File: src/rtl/vtw_contention_pkg.sv
// vtw_contention_pkg: pin indices, FSM states and event record shared by the contention logger.
package vtw_contention_pkg;
    localparam int PIN_SCL  = 0;
    localparam int PIN_SDA  = 1;
    localparam int DROP_W   = 8;
    localparam int TS_W_MAX = 32;

    typedef enum logic {ST_IDLE, ST_CONTEND} cstate_e;

    typedef struct packed {
        logic                pin;
        logic                data;
        logic [TS_W_MAX-1:0] ts;
    } evt_t;
endpackage

File: src/rtl/vtw_event_fifo.sv
// vtw_event_fifo: dual-push, single-pop, show-ahead FIFO; push1 is only ever used together with push0.
module vtw_event_fifo #(
    parameter int DEPTH = 8,
    parameter int W     = 18
) (
    input  logic                     clk,
    input  logic                     rst_n,
    input  logic                     push0,
    input  logic [W-1:0]             wdata0,
    input  logic                     push1,
    input  logic [W-1:0]             wdata1,
    input  logic                     pop,
    output logic                     valid,
    output logic [W-1:0]             rdata,
    output logic [$clog2(DEPTH):0]   count
);
    localparam int AW = $clog2(DEPTH);
    localparam int CW = AW + 1;

    logic [W-1:0]  mem_q [DEPTH];
    logic [AW-1:0] wp_q, wp_d, rp_q, rp_d;
    logic [CW-1:0] cnt_q, cnt_d;
    logic          do_pop;

    assign valid  = cnt_q != '0;
    assign do_pop = pop & valid;
    // Empty FIFO presents zeros so the head fields are defined in and after reset.
    assign rdata  = valid ? mem_q[rp_q] : '0;
    assign count  = cnt_q;

    always_comb begin
        wp_d  = wp_q + AW'(push0) + AW'(push1);
        rp_d  = rp_q + AW'(do_pop);
        cnt_d = cnt_q + CW'(push0) + CW'(push1) - CW'(do_pop);
    end

    always_ff @(posedge clk or negedge rst_n) begin
        if (!rst_n) begin
            wp_q  <= '0;
            rp_q  <= '0;
            cnt_q <= '0;
        end else begin
            wp_q  <= wp_d;
            rp_q  <= rp_d;
            cnt_q <= cnt_d;
        end
    end

    always_ff @(posedge clk) begin
        if (push0) mem_q[wp_q] <= wdata0;
        if (push1) mem_q[wp_q + AW'(1)] <= wdata1;
    end
endmodule

File: src/rtl/vtw_contention_log.sv
// vtw_contention_log: logs the start of each I2C SCL/SDA drive contention episode with a timestamp.
// Define VTW_OE_CONTENTION_MONITOR_EN to detect contention as drv_en & oe instead of drv_en & pin!=drv_data.
module vtw_contention_log
    import vtw_contention_pkg::*;
#(
    parameter int DEPTH = 8,
    parameter int TS_W  = 16
) (
    input  logic              clk,
    input  logic              rst_n,
    input  logic              scl_drv_en,
    input  logic              scl_drv_data,
    input  logic              scl_pin,
    input  logic              scl_oe,
    input  logic              sda_drv_en,
    input  logic              sda_drv_data,
    input  logic              sda_pin,
    input  logic              sda_oe,
    input  logic              clr,
    output logic              evt_valid,
    input  logic              evt_ready,
    output logic              evt_pin,
    output logic              evt_data,
    output logic [TS_W-1:0]   evt_ts,
    output logic              ovf,
    output logic [DROP_W-1:0] drop_cnt
);
    localparam int W  = TS_W + 2;
    localparam int CW = $clog2(DEPTH) + 1;

    logic [1:0]        drv_en, drv_data, pin_v, oe, cond, det;
    cstate_e           st_q [2];
    cstate_e           st_d [2];
    logic [TS_W-1:0]   ts_q, ts_d;
    logic              ovf_q, ovf_d;
    logic [DROP_W-1:0] drop_q, drop_d;
    logic [DROP_W:0]   drop_sum;
    logic [1:0]        n_drop;
    logic              push0, push1;
    logic [W-1:0]      wdata0, wdata1, rdata;
    logic [CW-1:0]     fifo_cnt;

    assign drv_en   = {sda_drv_en, scl_drv_en};
    assign drv_data = {sda_drv_data, scl_drv_data};
    assign pin_v    = {sda_pin, scl_pin};
    assign oe       = {sda_oe, scl_oe};

`ifdef VTW_OE_CONTENTION_MONITOR_EN
    logic unused_pin;
    assign cond       = drv_en & oe;
    assign unused_pin = ^pin_v;
`else
    logic unused_oe;
    assign cond      = drv_en & (pin_v ^ drv_data);
    assign unused_oe = ^oe;
`endif

    always_ff @(posedge clk or negedge rst_n) begin
        if (!rst_n) st_q <= '{ST_IDLE, ST_IDLE};
        else        st_q <= st_d;
    end

    always_comb begin
        for (int p = 0; p < 2; p++) begin
            st_d[p] = cond[p] ? ST_CONTEND : ST_IDLE;
            det[p]  = cond[p] && (st_q[p] == ST_IDLE);
        end
    end

    // Space is judged on start-of-cycle occupancy; SCL always takes the first slot.
    always_comb begin
        push0    = (|det) && (fifo_cnt < CW'(DEPTH));
        push1    = (&det) && (fifo_cnt <= CW'(DEPTH - 2));
        wdata0   = det[PIN_SCL] ? {1'(PIN_SCL), scl_drv_data, ts_q} : {1'(PIN_SDA), sda_drv_data, ts_q};
        wdata1   = {1'(PIN_SDA), sda_drv_data, ts_q};
        n_drop   = 2'(det[0]) + 2'(det[1]) - 2'(push0) - 2'(push1);
        drop_sum = {1'b0, drop_q} + (DROP_W + 1)'(n_drop);
        ts_d     = clr ? '0 : ts_q + TS_W'(1);
        ovf_d    = clr ? 1'b0 : ovf_q | (n_drop != 2'd0);
        drop_d   = clr ? '0 : drop_sum[DROP_W] ? '1 : drop_sum[DROP_W-1:0];
    end

    always_ff @(posedge clk or negedge rst_n) begin
        if (!rst_n) begin
            ts_q   <= '0;
            ovf_q  <= 1'b0;
            drop_q <= '0;
        end else begin
            ts_q   <= ts_d;
            ovf_q  <= ovf_d;
            drop_q <= drop_d;
        end
    end

    vtw_event_fifo #(.DEPTH(DEPTH), .W(W)) u_fifo (
        .clk    (clk),
        .rst_n  (rst_n),
        .push0  (push0),
        .wdata0 (wdata0),
        .push1  (push1),
        .wdata1 (wdata1),
        .pop    (evt_ready),
        .valid  (evt_valid),
        .rdata  (rdata),
        .count  (fifo_cnt)
    );

    assign evt_pin  = rdata[W-1];
    assign evt_data = rdata[W-2];
    assign evt_ts   = rdata[TS_W-1:0];
    assign ovf      = ovf_q;
    assign drop_cnt = drop_q;
endmodule
File: config.mk
export PLATFORM = sky130hd
export DESIGN_NAME = vtw_contention_log
export DESIGN_NICKNAME = d
export VERILOG_FILES = /design/src/rtl/vtw_contention_pkg.sv /design/src/rtl/vtw_event_fifo.sv /design/src/rtl/vtw_contention_log.sv
export SDC_FILE = /design/constraint.sdc
export NUM_CORES = 1
export LEC_CHECK = 0
export CAP_MARGIN = 20
export CORE_MARGIN = 10
export CORE_UTILIZATION = 40
export CTS_BUF_LIST = sky130_fd_sc_hd__clkbuf_8
export DETAILED_ROUTE_END_ITERATION = 16
export PLACE_DENSITY = 0.56
export SYNTH_ARGS = -nofsm -noshare
export SYNTH_HDL_FRONTEND = slang
export SYNTH_SLANG_ARGS = --single-unit
File: constraint.sdc
create_clock -name clk -period 4 [get_ports clk]
set_input_delay 1 -clock clk [delete_from_list [all_inputs] [get_ports clk]]
set_output_delay 1 -clock clk [all_outputs]
set_load 0.01 [all_outputs]
### Word level (Yosys, flattened, before mapping)

Memories as Yosys holds them, arrays and structs flattened.
Index checks and enable logic that the tools add are counted.

* add/subtract/negate cells: 12
* muxes and demuxes: 12
* bitwise logic cells: 6
* reductions and logical operators: 8
* order comparisons: 2

Operators by type and width (count)
* 18-bit 2-to-1 mux: 2
* 16-bit by 1-bit adder with 16-bit output, second input constant: 1
* 16-bit 2-to-1 mux: 1
* 8-bit 2-to-1 mux: 2
* 3-bit by 1-bit adder with 3-bit output: 3
* 8-bit by 2-bit adder with 9-bit output: 1
* 4-bit by 1-bit adder with 4-bit output: 2
* 1-bit 2-to-1 mux: 7
* 4-bit by 3-bit <= comparator with 1-bit output, second input constant: 1
* 1-bit logical AND: 4
* 4-bit less-than comparator, second input constant: 1
* 4-bit nonzero test: 1
* 2-bit by 1-bit subtractor with 2-bit output: 2
* 4-bit by 1-bit subtractor with 4-bit output: 1
* 3-bit by 1-bit adder with 3-bit output, second input constant: 1
* 1-bit by 1-bit adder with 2-bit output: 1
* 2-bit AND: 1
* 1-bit inverter: 2
* 2-bit AND reduction: 1
* 2-bit nonzero test: 1
* 2-bit OR reduction: 1
* 2-bit XOR: 1
* 1-bit AND: 1
* 1-bit OR: 1

* flip-flop bits (word level): 37
* bits in writable memories: 144
* output and inout port bits: 28
* input port bits: 12
* word-level logic and storage cells: 49
* memories: 1

Memories
* u_fifo.mem_q: words 8, width 18, rd ports 1, clocked after Yosys merged registers in 0, wr ports 2, line vtw_event_fifo.sv:20 `logic [W-1:0] mem_q [DEPTH];`

### Longest topological paths before layout

Gate-level depths: netlist of the first run.

* depth in word-level cells: 10
* gate-level depth with buffers: 16

### By module

From an unflattened synthesis of the first run, not the netlist that was laid out.

* cells, all modules: 578
* area total of the unflattened synthesis: 9193.8 µm²

Modules (own cells, without submodules)
* vtw_event_fifo: instances 1, area an instance 7741.2 µm², sequential area each 4574.4 µm², cells an instance 432
* vtw_contention_log: instances 1, area an instance 1452.6 µm², sequential area each 675.6 µm², cells an instance 146

### Least setup slack after synthesis of the first run

Ideal clock, no wire load.

* path type: input to register
* from: input sda_pin
* to: register drop_q[5] (netlist: drop_cnt[5])
* cell stages on the path: 14
* data required time: 3881 ps
* library setup time: 119 ps
* arrival time: 3894 ps
* path buffers: 1
* slack: -12 ps
* cell sequence: xnor2_1 a2111oi_4 buf_4 nand2_1 inv_1 fa_1 inv_1 ha_1 ha_1 fa_1 and4_1 nand4_1 a31oi_1 o21a_1

* longest elaborated chain between the ends: 10
* elaborated cells between the ends (all ways): 13
* classes of those cells: 4 x add/sub; 2 x mux; 2 x bitwise; 5 x reduce/logical

Ends and longest elaborated chain
* from (decl): line vtw_contention_log.sv:17 `input logic sda_pin,`
* 2-bit XOR (*): line vtw_contention_log.sv:54 `assign cond = drv_en & (pin_v ^ drv_data);`
* 2-bit AND (*): line vtw_contention_log.sv:54
* 1-bit logical AND (*): line vtw_contention_log.sv:66 `det[p] = cond[p] && (st_q[p] == ST_IDLE);`
* 2-bit OR reduction: line vtw_contention_log.sv:72 `push0 = (|det) && (fifo_cnt < CW'(DEPTH));`
* 1-bit logical AND: line vtw_contention_log.sv:72
* 2-bit by 1-bit subtractor with 2-bit output: line vtw_contention_log.sv:76 `n_drop = 2'(det[0]) + 2'(det[1]) - 2'(push0) - 2'(push1);`
* 2-bit by 1-bit subtractor with 2-bit output (*): line vtw_contention_log.sv:76
* 8-bit by 2-bit adder with 9-bit output (*): line vtw_contention_log.sv:77 `drop_sum = {1'b0, drop_q} + (DROP_W + 1)'(n_drop);`
* 8-bit 2-to-1 mux (*) (2 in series): line vtw_contention_log.sv:80 `drop_d = clr ? '0 : drop_sum[DROP_W] ? '1 : drop_sum[DROP_W-1:0];`
* via drop_d[5]: line vtw_contention_log.sv:36 `logic [DROP_W-1:0] drop_q, drop_d;`
* to (signal assigned): line vtw_contention_log.sv:91 `drop_q <= drop_d;`
* to (decl): line vtw_contention_log.sv:36

Mark *: on every way through the listed nets, which the timed path passes. The rest lies on a longest branch.

### Worst setup path after layout of the first run

* from: input sda_drv_en
* to: register drop_q[4] (netlist: drop_cnt[4])

* longest elaborated chain between the ends: 9
* elaborated cells between the ends (all ways): 12
* classes of those cells: 4 x add/sub; 2 x mux; 1 x bitwise; 5 x reduce/logical

Ends and longest elaborated chain
* from (decl): line vtw_contention_log.sv:15 `input logic sda_drv_en,`
* 2-bit AND (*): line vtw_contention_log.sv:54
* 1-bit logical AND (*): line vtw_contention_log.sv:66
* 2-bit OR reduction: line vtw_contention_log.sv:72
* 1-bit logical AND: line vtw_contention_log.sv:72
* 2-bit by 1-bit subtractor with 2-bit output: line vtw_contention_log.sv:76
* 2-bit by 1-bit subtractor with 2-bit output (*): line vtw_contention_log.sv:76
* 8-bit by 2-bit adder with 9-bit output (*): line vtw_contention_log.sv:77
* 8-bit 2-to-1 mux (*) (2 in series): line vtw_contention_log.sv:80
* via drop_d[4]: line vtw_contention_log.sv:36

Marked as above.

==> results of run 1 <==
==> logic make-up after synthesis <==
family                     share of synthesized area [%]
adders and majority gates                           3.12
buffers and inverters                               3.16
AOI/OAI and AO/OA                                   13.8
muxes                                               11.4
DFF                                                 58.6
xor gates and xnor gates                            2.18
and+or+nand+nor                                     7.78
==> placed cells by master (no fill, tap or decap), drive strengths merged, types with 5 or more instances in the layout <==
master	Yosys	layout
dfxtp	8	8
xor2	9	9
xnor2	13	13
mux4	36	36
a21oi	39	39
a21boi	104	104
nor3	11	11
dfrtp	37	37
edfxtp	136	136
nor2	45	45
o22ai	17	17
nand4	7	7
clkdlybuf4s50	0	34
clkinv	3	8
or3	5	5
fa	5	5
nand2	18	18
buf	21	49
a31oi	7	7
inv	17	25
clkbuf	26	17
nand3	25	25
ha	14	14
mux2i	18	18
nand2b	5	5
nor2b	6	6
==> critical path: cells and delay by family <==
family / cells / cell delay, ns
simple gates: 4 / 0.82
buf+inv: 3 / 0.65
compound gates: 2 / 0.47
fa+ha+maj: 4 / 1.28
==> registers in the layout, summed over array words and instances (netlist names) <==
name,count
st_q,2
u_fifo.count,4
u_fifo.rp_q,3
ovf,1
ts_q,16
u_fifo.mem_q,144
u_fifo.wp_q,3
drop_cnt,8
==> stage by stage <==
| step | hold WS [ns] | std cells | setup TNS (ns) | worst slack, ns |
|---|---|---|---|---|
| 4_1_cts | 0.473 | 1007 | 0 | 0.115 |
| 6_report | 0.469 | 1007 | 0 | 0.153 |
| 2_1_floorplan | 0.473 | 657 | 0 | 0.0664 |
| 5_1_grt | 0.488 | 1007 | 0 | 0.0220 |
| 3_3_place_gp | 0.456 | 975 | -2.12 | -0.308 |
| 3_5_place_dp | 0.457 | 975 | -2.61 | -0.369 |
==> routing by layer <==
layer,global-route usage [%],routed length [um]
met5,0,0
met2,26.1,10700
met3,2.87,1380
met4,5.37,328
met1,20.0,9450
==> area by class of cell <==
| cell class | count | area [um^2] |
|---|---|---|
| clock buffer | 17 | 234 |
| clock inverter | 15 | 145 |
| fill | 1920 | 11600 |
| inverter | 20 | 75.1 |
| multi-input combinational | 409 | 3410 |
| sequential | 181 | 5170 |
| tap | 280 | 350 |
| timing repair buffer | 85 | 781 |
==> worst max-delay path by stage <==
stage	slack, ns	startpoint	cells past startpoint	to
global placement	-0.31	sda_pin	13	drop_cnt[4]
finish	0.15	sda_drv_en	13	drop_cnt[4]
detailed placement	-0.37	sda_pin	13	drop_cnt[4]
global route	0.02	sda_drv_en	13	drop_cnt[4]
floorplan	0.07	sda_drv_en	14	drop_cnt[5]
CTS	0.11	sda_pin	13	drop_cnt[4]
==> power by group through the flow <==
stage               clock [mW]  combinational, mW  sequential [mW]
global route              1.31               2.45             2.49
finish                    1.21               2.26             2.45
global placement             0               2.25             2.48
floorplan                    0               1.43             2.37
CTS                       1.24               2.28             2.45
detailed placement           0               2.28             2.49
==> impl_metrics.py, run 1 <==
metrics = {
    "die": {
        "core-area_mm2": 0.0218,
        "die_h_um": 169,
        "num_rows": 54,
        "die_w_um": 169,
        "dieArea_mm2": 0.0284,
        "start_util_pct": 40.6,
        "num_io_pins": 40,
    },
    "timing": {
        "slew_violations": 0,
        "fin_crit_ns": 3.85,
        "fin_crit_sh_pct": 96.2,
        "final-setup-viol-count": 0,
        "fmax_ghz": 0.260,
        "timing_hold_violations_final": 0,
        "slew_headroom_pct": 42.2,
        "rsz0062_at_grt": "false",
        "tightestPinTransition_ns": 0.868,
        "skew_ns": 0.00923,
    },
    "drt": {
        "drtPass1Iterations": 5,
        "wirelength_um": 21900,
        "drt_iter0_drc": 468,
        "drt.antenna.violating_nets": 0,
        "num_vias": 5769,
        "drt-vias-per-instance": 5.73,
        "drc": 0,
        "routedWlPerCell_um": 21.7,
    },
    "power_and_ir_drop": {
        "p_sw_share_pct": 35.2,
        "irDropWorstVdd_mv": 0.228,
        "p_comb_share_pct": 38.1,
        "p_int_mw": 3.84,
        "power.switching_mw": 2.09,
        "leakagePower_nw": 3.42,
        "power.share.clock_pct": 20.5,
        "pwr-share-seq_pct": 41.4,
        "pwr_density_cell_mw_per_mm2": 583,
        "power_mw": 5.93,
    },
    "finish": {
        "antenna_cells": 0,
        "nNetsFinal": 745,
        "syn2layout_area_growth_pct": 15.3,
        "post-route-util_pct": 46.8,
        "final_cell_area_mm2": 0.0102,
        "drive_above_1_share_pct": 18.2,
    },
    "synth": {
        "synth.largest_area_cell": "edfxtp_1",
        "synth_most_common_cell": "edfxtp_1",
        "async_flop_share_pct": 20.4,
        "synth-seq-cells": 181,
        "synth_ff_type": "edfxtp_1",
        "yosysWarnings": 0,
        "yosys-top-cells-count": "136 x edfxtp_1, 82 x a21boi_0, 45 x nor2_1",
        "yosysSeqAreaShare_pct": 58.6,
        "syn_nets": 688,
        "synth_area_mm2": 0.00882,
        "synth_edf_count": 136,
        "synthCells": 657,
        "synth_area_per_cell_um2": 13.4,
        "yosys.area.top_type_share_pct": 46.3,
        "synth_area_leaders": "edfxtp_1 46%, dfrtp_1 10%, mux4_2 9.2%",
        "ys_types": 49,
    },
    "critical_path": {
        "r2r_start": "u_fifo.count[3]",
        "crit_slowest_cell": "clkdlybuf4s50_1",
        "required_ns": 4.37,
        "cp.arrival_ns": 4.22,
        "r2r_slack_ns": 0.31,
        "end_kind": "flop",
        "critPathMaxFanout": 4,
        "rr_worst_depth": 14,
        "criticalPathCategory": "in2reg",
        "critPathMaxStageDelay_ns": 0.48,
        "r2r-end": "drop_cnt[4]",
        "setup.worst_path.start_class": "input pin",
        "crit_chain": "clkdlybuf4s50_1, nand2b_1, a2111oi_4, nand2_1, inv_1, fa_1, inv_1, ha_1, ha_1, fa_1, and4_1, or2_2, a21oi_1",
    },
    "placement": {
        "dpl_cell_area_mm2": 0.00976,
        "gp_congestion": 0.774,
        "post-dp-hpwl_um": 14500,
        "portBuffers": 37,
    },
    "min_path": {
        "min_to": "u_fifo.rp_q[2]",
        "min_from": "u_fifo.rp_q[2]",
        "hold_depth": 1,
        "hold_path_class": "reg2reg",
    },
    "cts": {
        "clock_latency_ns": 0.45,
        "cts_setup_buffers": 0,
        "cts_max_level": 4,
        "clock-root-buffer": "clkbuf_8",
        "clock_path_buffers": 2,
        "path_clk_slew_ns": 0.10,
        "ctsHoldBuffers": 0,
        "cts.sinks": 181,
        "cts_tree": "yes",
        "cts_buffers": 17,
        "cts_resized": 0,
    },
    "global_route": {
        "grt_overflow": 0,
        "grt_pass1_wl_um": 34800,
        "grt_max_degree": 38,
        "antenna_found_initial": 0,
        "grt_pass1_vias": 6099,
        "grtUsageTotal_pct": 15.6,
    },
    "flow_run": {
        "drv_cap": 0,
    },
    "run_status": {
        "status": "completed",
    },
}
(Power assumes the default switching activity.)
==> inputs of run 2 (changes only) <==
Settings changed: CTS_CLUSTER_SIZE from default to 25.
==> results of run 2 <==
No change in the layout: final DEF, timing and power equal those of run 1.
